File: src/rtl/fib_pkg.sv
// fib_pkg: definitions shared by the fib request scheduler and its interface.
//   FIB_WIDTH : default operand/result width, matching the fib engine
//   state_t   : scheduler FSM state encoding
package fib_pkg;

  localparam int FIB_WIDTH = 8;

  typedef enum logic [2:0] {
    ST_IDLE,
    ST_ISSUE,
    ST_WAIT,
    ST_RUN,
    ST_DONE
  } state_t;

endpackage

File: src/rtl/fib_sched_if.sv
// fib_sched_if: requester-side and engine-side signals of the fib scheduler.
//   i_req_stb    : per-requester one-cycle request strobe
//   i_req_n      : per-requester operand, slice k = [k*WIDTH +: WIDTH]
//   o_req_pend   : request k accepted and not yet completed
//   o_done       : one-cycle completion pulse per requester
//   o_result     : registered result, valid with o_done, held afterwards
//   o_fib_stb    : start strobe to the engine
//   o_fib_n      : operand to the engine
//   i_fib_busy   : engine busy
//   i_fib_result : engine result
//   o_busy       : scheduler not idle
// Modports: slave = scheduler side, master = surrounding system side.
interface fib_sched_if
  import fib_pkg::*;
#(
  parameter int WIDTH = FIB_WIDTH,
  parameter int NREQ  = 4
);

  logic [NREQ-1:0]       i_req_stb;
  logic [NREQ*WIDTH-1:0] i_req_n;
  logic [NREQ-1:0]       o_req_pend;
  logic [NREQ-1:0]       o_done;
  logic [WIDTH-1:0]      o_result;
  logic                  o_fib_stb;
  logic [WIDTH-1:0]      o_fib_n;
  logic                  i_fib_busy;
  logic [WIDTH-1:0]      i_fib_result;
  logic                  o_busy;

  modport slave (
    input  i_req_stb, i_req_n, i_fib_busy, i_fib_result,
    output o_req_pend, o_done, o_result, o_fib_stb, o_fib_n, o_busy
  );

  modport master (
    output i_req_stb, i_req_n, i_fib_busy, i_fib_result,
    input  o_req_pend, o_done, o_result, o_fib_stb, o_fib_n, o_busy
  );

endinterface

File: src/rtl/rr_arbiter.sv
// rr_arbiter: combinational round-robin pick.
//   pend       : pending request vector
//   last_grant : index served most recently
//   grant      : first pending index after last_grant, wrapping NREQ-1 -> 0
//   valid      : at least one request pending
module rr_arbiter #(
  parameter int NREQ = 4
) (
  input  logic [NREQ-1:0]         pend,
  input  logic [$clog2(NREQ)-1:0] last_grant,
  output logic [$clog2(NREQ)-1:0] grant,
  output logic                    valid
);

  localparam int IDXW = $clog2(NREQ);

  logic [NREQ-1:0] rot;

  // Rotate so bit 0 is the requester right after last_grant; the lowest
  // set bit of rot is then the round-robin winner. Scanning downwards lets
  // the lowest hit overwrite any higher one.
  always_comb begin
    rot   = NREQ'({pend, pend} >> (int'(last_grant) + 1));
    grant = '0;
    valid = 1'b0;
    for (int j = NREQ - 1; j >= 0; j--) begin
      if (((rot >> j) & NREQ'(1)) != '0) begin
        valid = 1'b1;
        grant = IDXW'((int'(last_grant) + 1 + j) % NREQ);
      end
    end
  end

endmodule

File: src/rtl/fib_sched.sv
// fib_sched: shares one external fib engine among NREQ requesters.
//   i_clk   : clock, all state on rising edge
//   i_reset : asynchronous active-high reset
//   bus     : fib_sched_if.slave (request strobes/operands, completion
//             pulses, result, engine start/operand/busy/result, o_busy)
//
// state    | meaning
// ---------+------------------------------------------------------
// ST_IDLE  | no job; pick next pending requester round-robin
// ST_ISSUE | strobe engine with operand[grant]
// ST_WAIT  | one cycle to cover engine busy latency
// ST_RUN   | wait for engine busy low, capture result
// ST_DONE  | pulse o_done[grant], free the slot
module fib_sched
  import fib_pkg::*;
#(
  parameter int WIDTH = FIB_WIDTH,
  parameter int NREQ  = 4
) (
  input logic        i_clk,
  input logic        i_reset,
  fib_sched_if.slave bus
);

  localparam int IDXW = $clog2(NREQ);

  state_t           state, state_nxt;
  logic [NREQ-1:0]  pend;
  logic [WIDTH-1:0] operand [NREQ];
  logic [IDXW-1:0]  grant, last_grant, arb_grant;
  logic             arb_valid;
  logic [WIDTH-1:0] result;
  logic [NREQ-1:0]  done_sel;

  rr_arbiter #(.NREQ(NREQ)) u_arb (
    .pend       (pend),
    .last_grant (last_grant),
    .grant      (arb_grant),
    .valid      (arb_valid)
  );

  always_ff @(posedge i_clk or posedge i_reset) begin
    if (i_reset) state <= ST_IDLE;
    else         state <= state_nxt;
  end

  always_comb begin
    state_nxt = state;
    case (state)
      ST_IDLE:  if (arb_valid) state_nxt = ST_ISSUE;
      ST_ISSUE: state_nxt = ST_WAIT;
      ST_WAIT:  state_nxt = ST_RUN;
      ST_RUN:   if (!bus.i_fib_busy) state_nxt = ST_DONE;
      ST_DONE:  state_nxt = ST_IDLE;
      default:  state_nxt = ST_IDLE;
    endcase
  end

  always_ff @(posedge i_clk or posedge i_reset) begin
    if (i_reset) begin
      grant      <= '0;
      last_grant <= IDXW'(NREQ - 1);
      result     <= '0;
    end else begin
      if (state == ST_IDLE && arb_valid)       grant      <= arb_grant;
      if (state == ST_RUN && !bus.i_fib_busy)  result     <= bus.i_fib_result;
      if (state == ST_DONE)                    last_grant <= grant;
    end
  end

  assign done_sel = (state == ST_DONE) ? (NREQ'(1) << grant) : '0;

  // A strobe in the same cycle its slot completes is accepted as a new job:
  // the set branch wins over the clear.
  for (genvar k = 0; k < NREQ; k++) begin : g_slot
    always_ff @(posedge i_clk or posedge i_reset) begin
      if (i_reset) begin
        pend[k]    <= 1'b0;
        operand[k] <= '0;
      end else if (bus.i_req_stb[k] && (!pend[k] || done_sel[k])) begin
        pend[k]    <= 1'b1;
        operand[k] <= bus.i_req_n[k*WIDTH +: WIDTH];
      end else if (done_sel[k]) begin
        pend[k]    <= 1'b0;
      end
    end
  end

  assign bus.o_req_pend = pend;
  assign bus.o_done     = done_sel;
  assign bus.o_result   = result;
  assign bus.o_fib_stb  = (state == ST_ISSUE);
  assign bus.o_fib_n    = (state == ST_ISSUE || state == ST_WAIT || state == ST_RUN)
                          ? operand[grant] : '0;
  assign bus.o_busy     = (state != ST_IDLE);

endmodule

File: src/flat_wrapper.sv
// flat-port wrapper written by rule: the top's interface ports become plain ports
module fib_sched_flat import fib_pkg::*;
#(
  parameter int WIDTH = FIB_WIDTH,
  parameter int NREQ  = 4
)
  (i_clk, i_reset, bus_i_req_stb, bus_i_req_n, bus_i_fib_busy, bus_i_fib_result, bus_o_req_pend, bus_o_done, bus_o_result, bus_o_fib_stb, bus_o_fib_n, bus_o_busy);
  fib_sched_if #(.WIDTH(WIDTH), .NREQ(NREQ)) bus_i ();
  input logic i_clk;
  input logic i_reset;
  input wire logic [$bits(bus_i.i_req_stb)-1:0] bus_i_req_stb;
  input wire logic [$bits(bus_i.i_req_n)-1:0] bus_i_req_n;
  input wire logic [$bits(bus_i.i_fib_busy)-1:0] bus_i_fib_busy;
  input wire logic [$bits(bus_i.i_fib_result)-1:0] bus_i_fib_result;
  output wire logic [$bits(bus_i.o_req_pend)-1:0] bus_o_req_pend;
  output wire logic [$bits(bus_i.o_done)-1:0] bus_o_done;
  output wire logic [$bits(bus_i.o_result)-1:0] bus_o_result;
  output wire logic [$bits(bus_i.o_fib_stb)-1:0] bus_o_fib_stb;
  output wire logic [$bits(bus_i.o_fib_n)-1:0] bus_o_fib_n;
  output wire logic [$bits(bus_i.o_busy)-1:0] bus_o_busy;
  assign bus_i.i_req_stb = bus_i_req_stb;
  assign bus_i.i_req_n = bus_i_req_n;
  assign bus_i.i_fib_busy = bus_i_fib_busy;
  assign bus_i.i_fib_result = bus_i_fib_result;
  assign bus_o_req_pend = bus_i.o_req_pend;
  assign bus_o_done = bus_i.o_done;
  assign bus_o_result = bus_i.o_result;
  assign bus_o_fib_stb = bus_i.o_fib_stb;
  assign bus_o_fib_n = bus_i.o_fib_n;
  assign bus_o_busy = bus_i.o_busy;
  fib_sched #(.WIDTH(WIDTH), .NREQ(NREQ)) u_core (.i_clk(i_clk), .i_reset(i_reset), .bus(bus_i));
endmodule
File: config.mk
export PLATFORM = sky130hd
export DESIGN_NAME = fib_sched_flat
export DESIGN_NICKNAME = d
export VERILOG_FILES = /design/src/rtl/fib_pkg.sv /design/src/rtl/fib_sched_if.sv /design/src/rtl/rr_arbiter.sv /design/src/rtl/fib_sched.sv /design/src/flat_wrapper.sv
export SDC_FILE = /design/constraint.sdc
export NUM_CORES = 1
export LEC_CHECK = 0
export CAP_MARGIN = 20
export CORE_UTILIZATION = 25
export CTS_BUF_LIST = sky130_fd_sc_hd__clkbuf_4
export DETAILED_ROUTE_END_ITERATION = 10
export PLACE_DENSITY = 0.57
export SLEW_MARGIN = 10
export SYNTH_ARGS = -nofsm -noshare
export SYNTH_HDL_FRONTEND = slang
export SYNTH_SLANG_ARGS = --single-unit
File: constraint.sdc
create_clock -name i_clk -period 2.3 [get_ports i_clk]
set_input_delay 0.345 -clock i_clk [delete_from_list [all_inputs] [get_ports i_clk]]
set_output_delay 0.345 -clock i_clk [all_outputs]
set_load 0.05 [all_outputs]
==> impl_metrics.csv, run 1 <==
group,metric,value,unit
worst_setup_path,critPathMaxFanout,12,
worst_setup_path,cp-end-kind,"primary output",
min_path,hold_path_class,"in -> async",
worst_setup_path,cp-start-kind,"flop",
clocking,insertion_delay,380,ps
drt,wl_per_cell,15.5,microns
worst_setup_path,r2r_slack,480,ps
run,drv_cap,0,
worst_setup_path,cp_top_family,"simple AND/OR/NAND/NOR gates",
worst_setup_path,crit_type,"reg -> out",
die,num_rows,37,
finish,fillCellCount,1066,
finish,drive_gt1_frac,0.202,
drt,antenna_left,0,
sta,worst_pin_slew,552,ps
clocking,holdBufCountCts,0,
sta,min_period,2200,ps
clocking,numCtsBuffers,5,
worst_setup_path,cp.arrival,1860,ps
finish,area_delta_synth_final,38.5,%
worst_setup_path,reg2reg_to,"u_core.bus.o_req_pend[2]",
global_routing,grt_max_degree,52,
sta,drv_slew,0,
worst_setup_path,crit_buf_inv,1,
synth,async_flop_share,1.00,
finish,fin_area,3730,sq um
synth,synth_edf_count,0,
die,dieArea,11200,sq um
clocking,clockRootBuffer,"clkbuf_4",
synth,synth-main-ff-cell,"dfrtp_1",
finish,regArea,1280,sq um
sta,setup_violations,0,
die,core-area,10400,sq um
synth,syn_nets,313,
synth,synth-seq-area-share,0.475,
run_status,status,"completed",
synth,yosysTopAreaCell,"dfrtp_1",
global_routing,grt.total_usage,0.135,
clocking,htreeDepth,2,
finish,antenna_cells,0,
power,p_per_area,1230,nW/um^2
synth,syn_avg_cell_area,10.1,sq um
sta,relSlewSlack,0.629,
finish,final_cell_mix,"clkdlybuf4s50_1 (58), nand2_1 (54), dfrtp_1 (46)",
synth,yosys.cell_types.count,36,
global_routing,antenna_found_initial,0,
power,p_leak,0.00145,uW
clocking,clock-sinks,51,
worst_setup_path,critPathMaxStageDelay,660,ps
synth,synth_warnings,0,
finish,nets,383,
sta,clock-skew-final,12.8,ps
finish,layout.cells.most_common,"clkdlybuf4s50_1",
sta,hold_viol_final,0,
sta,finalCritPeriodShare,0.957,
global_routing,grt_remaining_overflow,0,
drt,totalWireLength,7330,microns
worst_setup_path,r2r_cells,3,
synth,synthCells,266,
sta,finalSetupTns,0,ps
drt,drtIter0Drc,120,
die,fp.dieW,106,microns
clocking,cts_tree,"built",
synth,ys_ff_latch,51,
drt,num_vias,2220,
die,pin_count,73,
global_routing,grt_pass1_vias,2213,
place,port_buffers,72,
synth,syn_area,2690,sq um
worst_setup_path,critPathSlowestCell,"or4b_4",
worst_setup_path,cp_cell_sequence,"or4b_4 > nor2_2 > buf_12",
finish,multiInputGateArea,1290,sq um
clocking,clk_pin_slew,160,ps
place,dpl_cell_area,3620,sq um
drt,viasPerCell,4.69,
place,dpl.hpwl,5430,microns
synth,synth.top_cells.by_area,"dfrtp_1 (46%), o211ai_1 (8.9%), nand2_1 (7.5%), mux4_2 (6.7%), nand2b_1 (4.6%)",
synth,synth_top_cell_area_share,0.455,
power,peakVddDrop,0.000496,V
worst_setup_path,timing.rr.start,"u_core.grant[0]",
die,die_h,106,microns
global_routing,grt_pass1_wl,11700,microns
sta,fmax,0.454,GHz
clocking,cts_buffer_depth,2,
die,initial_core_util,0.260,
drt,firstDrtPassIters,4,
drt,drc,0,
sta,rsz0062_at_grt,"false",
worst_setup_path,worstPathRequired,1960,ps
place,finalWeightedCongestion,0.803,
-- cell type report --
cell class                 instances  area share
multi-input combinational        189       0.347
timing repair buffer              86       0.246
tap                              136      0.0456
clock buffer                       5      0.0101
inverter                           3     0.00302
sequential                        51       0.344
clock inverter                     3     0.00503
-- synthesized netlist by cell type (all sizes together) (5+ instances only) --
cell type and instances:
o22ai 16, nand2b 20, buf 9, clkbuf 14, dfrtp 49, or2 5, mux2 9, nor2b 9
mux4 8, nand2 54, nor2 9, o211ai 32
-- kinds of logic after synthesis --
| group | after synthesis | synth area share |
|---|---|---|
| DFF | 51 | 0.475 |
| AOI/OAI and AO/OA | 65 | 0.172 |
| and+or+nand+nor | 106 | 0.198 |
| buffers and inverters | 26 | 0.0465 |
| muxes | 18 | 0.108 |
-- worst max path at each step --
stage,startpoint,to,slack (ps),cells after the start
global route,u_core.grant[0],bus_o_done[0],20,3
finish,u_core.grant[0],bus_o_done[2],100,3
detailed placement,u_core.grant[0],bus_o_done[2],280,3
CTS,u_core.state[0],bus_o_done[2],20,3
global placement,u_core.grant[0],bus_o_done[0],270,3
floorplan,u_core.state[0],bus_o_done[0],130,4
-- power by group --
part,switching [uW],internal (uW),leakage (uW)
combinational,1510,1160,0.000860
sequential,281,1210,0.000550
clock,310,121,0.0000354
total,2100,2490,0.00145
-- per-stage QoR --
stage | setup slack (ps) | util | power (uW) | std cells | hold WS [ps]
after floorplan | 130 | - | 3180 | 266 | 474
after global placement | 272 | 0.349 | 4100 | 462 | 494
after detailed placement | 276 | 0.349 | 4110 | 462 | 501
after CTS | 15.3 | 0.359 | 4620 | 473 | 314
after global routing | 20.5 | 0.360 | 4840 | 473 | 312
final | 99.6 | 0.360 | 4590 | 473 | 301
-- flip-flops by register name, indices dropped and copies added, names as in the netlist --
signal                 count
u_core.last_grant          2
u_core.bus.o_result        8
u_core.bus.o_req_pend      4
u_core.state               3
u_core.operand            32
u_core.grant               2
-- worst reg2reg max path, delay by kind of cell (launching register included) --
kind / cells / cell delay, ps
compound gates: 1 / 320
flops: 1 / 500
simple gates: 2 / 910
-- repair_timing --
item                       4_1_cts  5_1_grt
resized for setup                1        4
buffers inserted                 3        0
setup endpoints to repair       12        2
-- routing by layer --
layer	global-route usage	wire length, microns
met2	0.209	3340
met3	0.0223	332
met5	0	0
met1	0.195	3610
met4	0.0327	43
No activity file was read; power rests on OpenSTA's default activity.
==> run 2: changes to the inputs <==
Settings changed: CORE_ASPECT_RATIO set to 0.75, SKIP_CTS_REPAIR_TIMING set to 1.
==> impl_metrics.csv, run 2 (synthesized netlist as in run 1, its figures left out) <==
group,metric,value,unit
run_status,status,"completed",
clocking,htreeDepth,2,
global_routing,grt_pass1_wl,11800,microns
finish,area_delta_synth_final,36.8,%
worst_setup_path,critPathMaxStageDelay,650,ps
drt,totalWireLength,7520,microns
sta,finalCritPeriodShare,0.955,
die,core-area,10400,sq um
die,num_rows,32,
place,dpl.hpwl,5690,microns
die,die_h,91.9,microns
sta,drv_slew,0,
clocking,insertion_delay,370,ps
finish,regMostFlops,"u_core.operand",
die,dieArea,11200,sq um
die,pin_count,73,
power,p_clk_frac,0.099,
finish,layout.cells.most_common,"clkdlybuf4s50_1",
power,swShare,0.468,
worst_setup_path,crit_type,"reg -> out",
worst_setup_path,cp-start-kind,"flop",
sta,relSlewSlack,0.653,
finish,fin_area,3680,sq um
finish,largest_reg_flops,32,
min_path,hold_path_class,"in -> async",
power,comb_power_share,0.555,
power,power.internal,2350,uW
sta,worst_pin_slew,520,ps
power,p_leak,0.00142,uW
worst_setup_path,worstPathRequired,1960,ps
sta,min_period,2200,ps
finish,fillCellCount,1028,
worst_setup_path,cp.arrival,1850,ps
finish,antenna_cells,0,
die,fp.dieW,122,microns
sta,rsz0062_at_grt,"false",
power,p_per_area,1200,nW/um^2
clocking,clockRootBuffer,"clkbuf_4",
worst_setup_path,critPathMaxFanout,12,
global_routing,grt_pass1_vias,2208,
drt,drtIter0Drc,165,
run,drv_cap,0,
global_routing,grt_remaining_overflow,0,
finish,drive_gt1_frac,0.213,
sta,fmax,0.455,GHz
sta,finalSetupTns,0,ps
sta,hold_viol_final,0,
place,dpl_cell_area,3580,sq um
worst_setup_path,cp-end-kind,"primary output",
worst_setup_path,crit_buf_inv,1,
clocking,clk_pin_slew,170,ps
worst_setup_path,cp_cell_sequence,"or4b_4 > nor2_2 > buf_12",
drt,viasPerCell,4.87,
finish,nets,384,
global_routing,grt_max_degree,31,
place,finalWeightedCongestion,0.821,
worst_setup_path,cp_top_family,"simple AND/OR/NAND/NOR gates",
drt,wl_per_cell,15.9,microns
drt,antenna_left,0,
clocking,clock-sinks,51,
sta,clock-skew-final,22.5,ps
drt,firstDrtPassIters,4,
clocking,numCtsBuffers,5,
worst_setup_path,critPathSlowestCell,"or4b_4",
finish,fin_cells,474,
place,dp.cells,463,
place,port_buffers,72,
power,p_sw,2070,uW
finish,final_cell_mix,"clkdlybuf4s50_1 (57), nand2_1 (54), dfrtp_1 (44)",
global_routing,grt.total_usage,0.138,
drt,drc,0,
clocking,cts_tree,"built",
finish,fin_util,0.355,
power,peakVddDrop,0.000599,V
global_routing,antenna_found_initial,0,
sta,setup_violations,0,
power,p_seq_frac,0.346,
sta,whs,303,ps
drt,num_vias,2309,
die,initial_core_util,0.260,
clocking,cts_buffer_depth,2,
==> run 2: final cells by class <==
class,count,area (sq um),area share
Inverter,3,11.3,0.00306
Sequential cell,51,1290,0.350
Clock buffer,6,45.0,0.0122
Timing Repair Buffer,87,858,0.233
Clock inverter,2,16.3,0.00442
Multi-Input combinational cell,189,1290,0.351
Tap cell,136,170,0.0462
==> run 2: worst register-to-register path: cells and delay by family (launching register included) <==
kind,cells,cell delay [ps]
flops,1,520
simple gates,2,900
compound gates,1,340
==> run 2: power groups by stage <==
| stage | clock [uW] | sequential (uW) | combinational, uW |
|---|---|---|---|
| 2_1_floorplan | 0 | 1620 | 1560 |
| 3_3_place_gp | 0 | 1550 | 2390 |
| 3_5_place_dp | 0 | 1560 | 2420 |
| 4_1_cts | 458 | 1540 | 2420 |
| 5_1_grt | 499 | 1570 | 2610 |
| 6_report | 436 | 1530 | 2450 |
==> run 2: final timing paths <==
check | startpoint | endpoint | slack [ps] | depth (start not counted)
min | i_reset | u_core.operand[21] | 300 | 2
max in group asynchronous | i_reset | u_core.grant[0] | 1420 | 3
max | u_core.grant[0] | bus_o_done[0] | 100 | 3
max reg2reg | u_core.grant[0] | u_core.bus.o_req_pend[2] | 460 | 3
min in group i_clk | bus_i_req_n[28] | u_core.operand[4] | 520 | 3
min reg2reg | u_core.bus.o_result[1] | u_core.bus.o_result[1] | 530 | 1
==> run 2: per-stage QoR <==
| step | setup slack (ps) | total power [uW] |
|---|---|---|
| 2_1_floorplan | 130 | 3180 |
| 3_3_place_gp | 273 | 3950 |
| 3_5_place_dp | 244 | 3980 |
| 4_1_cts | -173 | 4420 |
| 5_1_grt | 40.3 | 4680 |
| 6_report | 104 | 4420 |
==> run 2: metal layers <==
metal | global-route usage | vias up | wire length, microns
met5 | 0 | - | 0
met4 | 0.0175 | 0 | 34
met3 | 0.0342 | 4 | 496
met2 | 0.201 | 61 | 3320
met1 | 0.209 | 1159 | 3670
li1 | - | 1085 | -
==> run 3: changes to the inputs <==
Settings changed: GPL_ROUTABILITY_DRIVEN set to 1.
==> results of run 3 <==
No change in the layout: final DEF, timing and power equal those of run 2.
